==> config.mk <==
export PLATFORM = sky130hd
export DESIGN_NAME = stream_fifo
export DESIGN_NICKNAME = d
export VERILOG_FILES = /design/src/rtl/stream_pkg.sv /design/src/rtl/stream_fifo_mem.sv /design/src/rtl/stream_fifo.sv
export SDC_FILE = /design/constraint.sdc
export NUM_CORES = 1
export LEC_CHECK = 0
export BUFFER_PORTS_ARGS = -buffer_cell sky130_fd_sc_hd__buf_4
export CORE_ASPECT_RATIO = 1.25
export CORE_MARGIN = 3
export CORE_UTILIZATION = 52
export DETAILED_ROUTE_END_ITERATION = 8
export HOLD_SLACK_MARGIN = 0.15
export PLACE_DENSITY = 0.74
export REMOVE_ABC_BUFFERS = 1
export SETUP_SLACK_MARGIN = 0.15
export SYNTH_ARGS = -nofsm -noshare
export SYNTH_HDL_FRONTEND = slang
export SYNTH_SLANG_ARGS = --single-unit
==> constraint.sdc <==
create_clock -name clk -period 3 [get_ports clk]
set_clock_uncertainty 0.1 [all_clocks]
set_input_delay 0.3 -clock clk [delete_from_list [all_inputs] [get_ports clk]]
set_output_delay 0.3 -clock clk [all_outputs]
set_load 0.05 [all_outputs]
==> src/rtl/stream_pkg.sv <==
// Shared stream definitions used by the generator, the FIFO and the checker.
// Holds the default word width and a parameter-legality helper.
package stream_pkg;

  localparam int STREAM_DW = 16;

  function automatic bit is_pow2(input int unsigned v);
    return (v != 0) && ((v & (v - 1)) == 0);
  endfunction

endpackage

==> src/rtl/stream_fifo_mem.sv <==
// Register array with one synchronous write port and one asynchronous read port.
// Contents clear on reset so the read port shows zero while the FIFO is empty after reset.
module stream_fifo_mem #(
  parameter int DW    = 16,
  parameter int DEPTH = 4,
  parameter int AW    = $clog2(DEPTH)
) (
  input  logic          clk,
  input  logic          rst,
  input  logic          we,
  input  logic [AW-1:0] waddr,
  input  logic [DW-1:0] wdata,
  input  logic [AW-1:0] raddr,
  output logic [DW-1:0] rdata
);

  logic [DW-1:0] mem_q [DEPTH];
  logic [DW-1:0] mem_d [DEPTH];

  always_comb begin
    mem_d = mem_q;
    if (we) begin
      mem_d[waddr] = wdata;
    end
  end

  always_ff @(posedge clk or posedge rst) begin
    if (rst) begin
      mem_q <= '{default: '0};
    end else begin
      mem_q <= mem_d;
    end
  end

  assign rdata = mem_q[raddr];

endmodule

==> src/rtl/stream_fifo.sv <==
// Valid/ready FIFO between stream generator and checker, no fall-through.
// Tracks occupancy and a sticky high-water mark for observation.
module stream_fifo
  import stream_pkg::*;
#(
  parameter int DW    = STREAM_DW,
  parameter int DEPTH = 4,
  parameter int CW    = $clog2(DEPTH + 1)
) (
  input  logic          clk,
  input  logic          rst,
  input  logic          valid_i,
  input  logic [DW-1:0] data_i,
  output logic          ready_o,
  output logic          valid_o,
  output logic [DW-1:0] data_o,
  input  logic          ready_i,
  output logic [CW-1:0] count_o,
  output logic [CW-1:0] max_count_o
);

  localparam int AW = (DEPTH < 2) ? 1 : $clog2(DEPTH);
  localparam logic [CW-1:0] FULL_CNT = CW'(DEPTH);

  if (DEPTH < 2 || !is_pow2(DEPTH)) begin : g_bad_depth
    $error("stream_fifo: DEPTH must be a power of two and at least 2");
  end

  logic          init_done_q, init_done_d;
  logic [AW-1:0] wr_ptr_q, wr_ptr_d;
  logic [AW-1:0] rd_ptr_q, rd_ptr_d;
  logic [CW-1:0] count_q, count_d;
  logic [CW-1:0] max_q, max_d;
  logic          push, pop;

  // ready depends only on registered state, so a pop never frees a slot for a same-cycle push
  assign ready_o = init_done_q && (count_q != FULL_CNT);
  assign valid_o = (count_q != '0);
  assign push    = valid_i && ready_o;
  assign pop     = valid_o && ready_i;

  always_comb begin
    init_done_d = 1'b1;
    wr_ptr_d    = wr_ptr_q;
    rd_ptr_d    = rd_ptr_q;
    count_d     = count_q;
    if (push) begin
      wr_ptr_d = wr_ptr_q + AW'(1);
    end
    if (pop) begin
      rd_ptr_d = rd_ptr_q + AW'(1);
    end
    case ({push, pop})
      2'b10:   count_d = count_q + CW'(1);
      2'b01:   count_d = count_q - CW'(1);
      default: count_d = count_q;
    endcase
    max_d = (count_d > max_q) ? count_d : max_q;
  end

  always_ff @(posedge clk or posedge rst) begin
    if (rst) begin
      init_done_q <= 1'b0;
      wr_ptr_q    <= '0;
      rd_ptr_q    <= '0;
      count_q     <= '0;
      max_q       <= '0;
    end else begin
      init_done_q <= init_done_d;
      wr_ptr_q    <= wr_ptr_d;
      rd_ptr_q    <= rd_ptr_d;
      count_q     <= count_d;
      max_q       <= max_d;
    end
  end

  stream_fifo_mem #(
    .DW    (DW),
    .DEPTH (DEPTH),
    .AW    (AW)
  ) u_mem (
    .clk   (clk),
    .rst   (rst),
    .we    (push),
    .waddr (wr_ptr_q),
    .wdata (data_i),
    .raddr (rd_ptr_q),
    .rdata (data_o)
  );

  assign count_o     = count_q;
  assign max_count_o = max_q;

endmodule

==> metrics.log, run 1 <==
[metrics] number of cells traversed by the worst hold path: 4
[metrics] vias in the first global route: 2282
[metrics] launching element type of the critical path: flop
[metrics] placeable core area: 0.00673 mm²
[metrics] initial drt markers: 109
[metrics] Starting Density: 54.6%
[metrics] synthesized area per cell: 17.3 µm²
[metrics] overall global routing resource usage: 19.3%
[metrics] TritonCTS clock tree: built
[metrics] most used flip-flop cell after synthesis: sky130_fd_sc_hd__dfrtp_1
[metrics] part of the cycle the worst path needs: 102%
[metrics] clock insertion delay at the later pin of the skew report: 0.33 ns
[metrics] fmax: 328 MHz
[metrics] detailed-placement wirelength estimate: 4400 µm
[metrics] H-tree depth reported by CTS: 3
[metrics] most common cell in the synthesized netlist: sky130_fd_sc_hd__dfrtp_1
[metrics] antenna fix cells: 0
[metrics] proportion of netlist area held by the largest area contributor: 51.1%
[metrics] maximum number of pins on one net before global-route repair: 33
[metrics] slew at the pin with the worst max-slew slack: 0.865 ns
[metrics] Clk pin slew, worst setup/hold paths: 0.08 ns
[metrics] post-synth design cell area: 0.00368 mm²
[metrics] number of buffers inserted during clock tree synthesis: 9
[metrics] total overflow reported by the global router: 0
[metrics] Row Count: 33
[metrics] count of nets left with antenna violations after detail routing: 0
[metrics] number of violations of the max-capacitance limit: 0
[metrics] number of iterations in the first detailed-routing pass: 4
[metrics] most area-hungry cell type in the Yosys netlist: sky130_fd_sc_hd__dfrtp_1
[metrics] WP data arrival: 3.17 ns
[metrics] top-level I/O count: 44
[metrics] crit path capture type: flop
[metrics] Setup Crit Path Kind: flop to flop
[metrics] total count of max-transition violations in the final report: 0
[metrics] Vias/cell: 5.32
[metrics] detailed-route wire length: 6960 µm
[metrics] height of the chip: 100 µm
[metrics] IO buf count: 43
[metrics] final routed DRC violation total: 0
[metrics] gate count of the mapped netlist: 213
[metrics] wire length per cell after detailed routing: 18.0 µm
[metrics] number of enable-type register cells in the synthesized netlist: 0
[metrics] Setup WS post-layout: -0.0483 ns
[metrics] Critical Path Fanout Max: 4
[metrics] list of most frequent post-synthesis cells: sky130_fd_sc_hd__dfrtp_1 (75), sky130_fd_sc_hd__mux2_4 (41), sky130_fd_sc_hd__mux2_2 (27)
[metrics] number of hold violations in the final report: 0
[metrics] max_slew headroom: 42.3%
[metrics] post-layout minimum cycle time: 3.05 ns
[metrics] YS warnings: 0
[metrics] path depth of the worst reg2reg path: 12
[metrics] outcome: finished with violations
[metrics] NumNets Final: 323
[metrics] area of placed instances: 0.00412 mm²
[metrics] share of final-layout standard cells stronger than drive strength 1: 61.2%
[metrics] type of the worst min-delay path: input pin to flop
[metrics] Die Outline Area: 0.00812 mm²
[metrics] via total after detailed routing: 2054
[metrics] Die Wd: 81.2 µm
[metrics] number of endpoints failing setup at the final stage: 2
[metrics] sequential-to-total area share from yosys stat: 51.1%
[metrics] clock sinks: 75
[metrics] maximum clock insertion buffer count: 2
[metrics] main area contributors after synthesis: sky130_fd_sc_hd__dfrtp_1 (51%), sky130_fd_sc_hd__mux2_4 (17%), sky130_fd_sc_hd__mux4_2 (9.8%)
[metrics] number of antenna violations at the first check in global routing: 0
[metrics] first-pass GRT wire length: 11900 µm
[metrics] failing checks: setup timing
[metrics] finished layout cell area: 0.00461 mm²
[metrics] cell at the root of the clock tree: sky130_fd_sc_hd__clkbuf_8
[metrics] Layout Area Growth over Synthesis: 25.5%
[metrics] Seq cells post-synth: 75
[metrics] Crit path required time: 3.13 ns
[metrics] share of synthesized flip-flops with an asynchronous set or reset: 100%
[metrics] Worst R2R Setup Slack: -0.05 ns
[metrics] filler instances: 479
[metrics] RSZ-0062 raised after global routing: true
[metrics] weighted congestion at the end of routability-driven global placement: 0.769
[metrics] number of distinct library cells after synthesis: 28
[stage by stage]
stage	worst slack (ns)	setup TNS, ns	std cells	util (%)	hold WS, ns
3_5_place_dp	-0.212	-0.530	349	61.2	0.208
6_report	-0.0483	-0.0930	386	68.5	0.288
4_1_cts	-0.0499	-0.0971	384	68.2	0.301
3_3_place_gp	-0.142	-0.303	349	61.2	0.203
2_1_floorplan	-0.755	-2.02	202	-	0.349
5_1_grt	-0.142	-0.368	386	68.5	0.291
[cells by family (layout without fill, tap and decap cells)]
logic type | after synthesis | after routing | share of synthesized area [%]
AOI/OAI and AO/OA | 6 | 6 | 1.19
xor gates and xnor gates | 6 | 6 | 1.43
adders and majority gates | 9 | 9 | 3.27
buffers and inverters | 18 | 104 | 3.91
DFF | 75 | 75 | 51.1
muxes | 85 | 85 | 35.1
other | 1 | 1 | 0.102
and+or+nand+nor | 13 | 13 | 3.95
[path summary, 6_finish.rpt]
path,startpoint,end
worst max-delay path,count_o[2],max_count_o[0]
worst min-delay path,ready_i,rd_ptr_q[0]
worst max register to register,count_o[2],max_count_o[0]
worst min register to register,u_mem.mem_q[0],u_mem.mem_q[0]
max in group asynchronous,rst,rd_ptr_q[1]
min in group asynchronous,rst,max_count_o[1]
[registers in the layout, indices dropped and copies added (netlist names)]
signal / count
count_o: 3
init_done_q: 1
max_count_o: 3
rd_ptr_q: 2
u_mem.mem_q: 64
wr_ptr_q: 2
[worst max-delay path, stage by stage, from the launching register on]
cell                       delay [ns]
sky130_fd_sc_hd__dfrtp_1         0.41
sky130_fd_sc_hd__or3b_4          0.24
sky130_fd_sc_hd__and3_4          0.18
sky130_fd_sc_hd__inv_2           0.04
sky130_fd_sc_hd__ha_4            0.15
sky130_fd_sc_hd__fa_2            0.35
sky130_fd_sc_hd__xnor2_2         0.22
sky130_fd_sc_hd__nor2_2          0.06
sky130_fd_sc_hd__xor2_1          0.15
sky130_fd_sc_hd__ha_1            0.36
sky130_fd_sc_hd__nand3b_1        0.16
sky130_fd_sc_hd__a21oi_4         0.21
sky130_fd_sc_hd__mux2_4          0.32
[final cells by class]
type / count / area (µm²) / share of cell area (%)
clock buffer: 9 / 124 / 2.69
multi-input combinational: 120 / 1730 / 37.6
sequential: 75 / 1880 / 40.7
clock inverter: 7 / 92.6 / 2.01
timing repair buffer: 81 / 651 / 14.1
inverter: 7 / 26.3 / 0.570
tap: 87 / 109 / 2.36
[metal layers]
metal / up-vias / share of wire, % / GRT usage (%)
li1: 938 / - / -
met1: 1068 / 44 / 25.9
met2: 40 / 52 / 31.7
met3: 8 / 3.1 / 3.14
met4: 0 / 1.2 / 6.63
met5: - / 0 / 0
[cells in the final DEF (no fill, tap or decap), drive strengths merged, types with 3 or more instances in the layout]
master       instances
dlygate4sd3         17
ha                   8
nand4                4
clkinv               5
xnor2                4
mux4                16
mux2                68
clkbuf               9
inv                  7
dfrtp               75
a21oi                3
buf                 64
[repair_timing]
action / CTS / global route
pin swaps: 11 / 8
endpoints found under the hold margin: 80 / 0
endpoints found under the setup margin: 3 / 3
buffers inserted: 2 / 2
hold buffers: 17 / 0
gates resized for setup: 14 / 2
Power of run 1 is left out: the tool's default activity adds up to more than one toggle a clock period on the data nets, which glitch-free logic cannot reach.
==> run 2, diff against run 1 <==
--- a/config.mk
+++ b/config.mk
@@ -6,14 +6,17 @@
 export NUM_CORES = 1
 export LEC_CHECK = 0
 export BUFFER_PORTS_ARGS = -buffer_cell sky130_fd_sc_hd__buf_4
+export CELL_PAD_IN_SITES_DETAIL_PLACEMENT = 1
+export CELL_PAD_IN_SITES_GLOBAL_PLACEMENT = 1
 export CORE_ASPECT_RATIO = 1.25
 export CORE_MARGIN = 3
-export CORE_UTILIZATION = 52
+export CORE_UTILIZATION = 44
 export DETAILED_ROUTE_END_ITERATION = 8
 export HOLD_SLACK_MARGIN = 0.15
 export PLACE_DENSITY = 0.74
 export REMOVE_ABC_BUFFERS = 1
 export SETUP_SLACK_MARGIN = 0.15
+export SKIP_CTS_REPAIR_TIMING = 1
 export SYNTH_ARGS = -nofsm -noshare
 export SYNTH_HDL_FRONTEND = slang
 export SYNTH_SLANG_ARGS = --single-unit
==> run 2 against run 1 <==
Effect of this change: the run still ends with setup timing left; critical endpoint unchanged; critical path depth unchanged; utilization is 10 points lower; global-route usage is 1.9 points lower.
==> metrics.log, run 2 (synthesis results as in run 1) <==
[metrics] outcome: finished with violations
[metrics] failing checks: setup timing
[metrics] critical path endpoint: max_count_o[0]
[metrics] Worst R2R Start: count_o[2]
[metrics] Worst R2R Setup Slack: -0.12 ns
[metrics] final routed DRC violation total: 0
[metrics] grt met3 use: 2.97%
[metrics] total overflow reported by the global router: 0
[metrics] TritonCTS clock tree: built
[metrics] launching element type of the critical path: flop
[metrics] detailed-placement wirelength estimate: 4910 µm
[metrics] share of the core filled with cells in the final layout: 58.2%
[metrics] commonest non-fill, non-tap cell in the layout: sky130_fd_sc_hd__dfrtp_1
[metrics] Layout Area Growth over Synthesis: 26.3%
[metrics] cell at the root of the clock tree: sky130_fd_sc_hd__clkbuf_8
[metrics] maximum number of pins on one net before global-route repair: 50
[metrics] antenna fix cells: 0
[metrics] number of hold violations in the final report: 0
[metrics] Vias/cell: 5.36
[metrics] IO buf count: 43
[metrics] maximum clock insertion buffer count: 2
[metrics] clock sinks: 75
[metrics] Starting Density: 46.1%
[metrics] overall global routing resource usage: 17.4%
[metrics] NumNets Final: 325
[metrics] placeable core area: 0.00797 mm²
[metrics] number of endpoints failing setup at the final stage: 3
[metrics] number of flip-flops under the largest register name: 64
[metrics] most frequent cells in the layout: sky130_fd_sc_hd__dfrtp_1 (75), sky130_fd_sc_hd__buf_4 (65), sky130_fd_sc_hd__mux2_4 (44)
[metrics] biggest cell delay along the critical path: 0.41 ns
[metrics] number of iterations in the first detailed-routing pass: 4
[metrics] met1 Use GR: 22.6%
[metrics] Crit path required time: 3.13 ns
[metrics] slowest cell on the critical path: sky130_fd_sc_hd__dfrtp_1
[metrics] top register by number of flip-flops: u_mem.mem_q
[metrics] Setup Total Neg Slack: -0.261 ns
[metrics] grt met2 use: 29.3%
[metrics] pre-CTS setup slack: -0.243 ns
[metrics] source of the critical timing path: count_o[2]
[metrics] number of antenna violations at the first check in global routing: 0
[metrics] top-level I/O count: 44
[metrics] detailed-route wire length: 7820 µm
[metrics] cell-by-cell listing of the critical path: or3b_4, and3_4, inv_2, ha_4, fa_2, xnor2_2, nor2_2, xor2_1, ha_1, nand3b_1, a21oi_4, mux2_4
[metrics] count of nets left with antenna violations after detail routing: 0
[metrics] vias in the first global route: 2371
[metrics] part of the cycle the worst path needs: 104%
[metrics] wire length per cell after detailed routing: 19.8 µm
[metrics] via total after detailed routing: 2121
[metrics] capture instance of the worst register-to-register path: max_count_o[0]
[metrics] H-tree depth reported by CTS: 3
[metrics] Setup Crit Path Kind: flop to flop
[metrics] height of the chip: 108 µm
[metrics] RSZ-0062 raised after global routing: true
[metrics] clock insertion delay at the later pin of the skew report: 0.35 ns
[metrics] type of the worst min-delay path: input pin to flop
[metrics] Die Wd: 87.8 µm
[metrics] path depth of the worst reg2reg path: 12
[metrics] number of buffers inserted during clock tree synthesis: 9
[metrics] fmax: 321 MHz
[metrics] Die Outline Area: 0.00949 mm²
[metrics] Clk pin slew, worst setup/hold paths: 0.07 ns
[metrics] Setup WS post-layout: -0.116 ns
[metrics] Critical Path Fanout Max: 4
[metrics] Row Count: 36
[metrics] weighted congestion at the end of routability-driven global placement: 0.777
[metrics] post-layout minimum cycle time: 3.12 ns
[metrics] initial drt markers: 50
[metrics] first-pass GRT wire length: 12500 µm
[metrics] number of violations of the max-capacitance limit: 0
[metrics] max_slew headroom: 59.7%
[metrics] slew at the pin with the worst max-slew slack: 0.603 ns
[metrics] share of final-layout standard cells stronger than drive strength 1: 61.1%
[metrics] most utilized layer in the global route result: met2
[metrics] crit path capture type: flop
[metrics] total count of max-transition violations in the final report: 0
[metrics] WP data arrival: 3.25 ns
-- run 2: cell count changes in the layout (fill, tap and decap cells not counted), sizes merged --
| cell | change |
|---|---|
| inv | +1 |
| clkbuf | +1 |
| clkinv | -2 |
| buf | +2 |
-- run 2: stage by stage --
stage / hold slack [ns] / instances / area (µm²)
after detailed placement: 0.322 / 359 / 4160
after CTS: -0.0649 / 375 / 4370
after floorplan: 0.349 / 202 / 3560
after global routing: 0.346 / 396 / 4640
final: 0.328 / 396 / 4640
after global placement: 0.312 / 359 / 4160
-- run 2: how the worst min path moves through the flow --
stage | end | slack (ns) | startpoint | cells past startpoint
after detailed placement | u_mem.mem_q[28] | 0.32 | rst | 2
final | rd_ptr_q[0] | 0.33 | ready_i | 4
after CTS | u_mem.mem_q[29] | -0.06 | rst | 2
after global placement | u_mem.mem_q[28] | 0.31 | rst | 2
after global routing | wr_ptr_q[0] | 0.35 | valid_i | 4
after floorplan | u_mem.mem_q[10] | 0.35 | data_i[10] | 1
-- run 2: critical path: cells and delay by family (launching register included) --
family / cells / cell delay [ns]
and+or+nand+nor: 4 / 0.67
adders and majority gates: 3 / 0.89
AOI/OAI and AO/OA: 1 / 0.23
muxes: 1 / 0.31
xor gates and xnor gates: 2 / 0.35
DFF: 1 / 0.41
buffers and inverters: 1 / 0.04
-- run 2: routing by layer --
layer	share of wire, %	up-vias
met5	0	-
met4	1.5	0
met3	3.8	12
met2	50	45
met1	44	1115
li1	-	949
-- run 2: final cells by class --
class | count | area [µm²]
Inverter | 7 | 26.3
Clock inverter | 6 | 87.6
Multi-Input combinational cell | 120 | 1730
Sequential cell | 75 | 1880
Fill cell | 747 | 3330
Clock buffer | 10 | 128
Tap cell | 95 | 119
Timing Repair Buffer | 83 | 678
Power of run 2 is left out for the same reason.
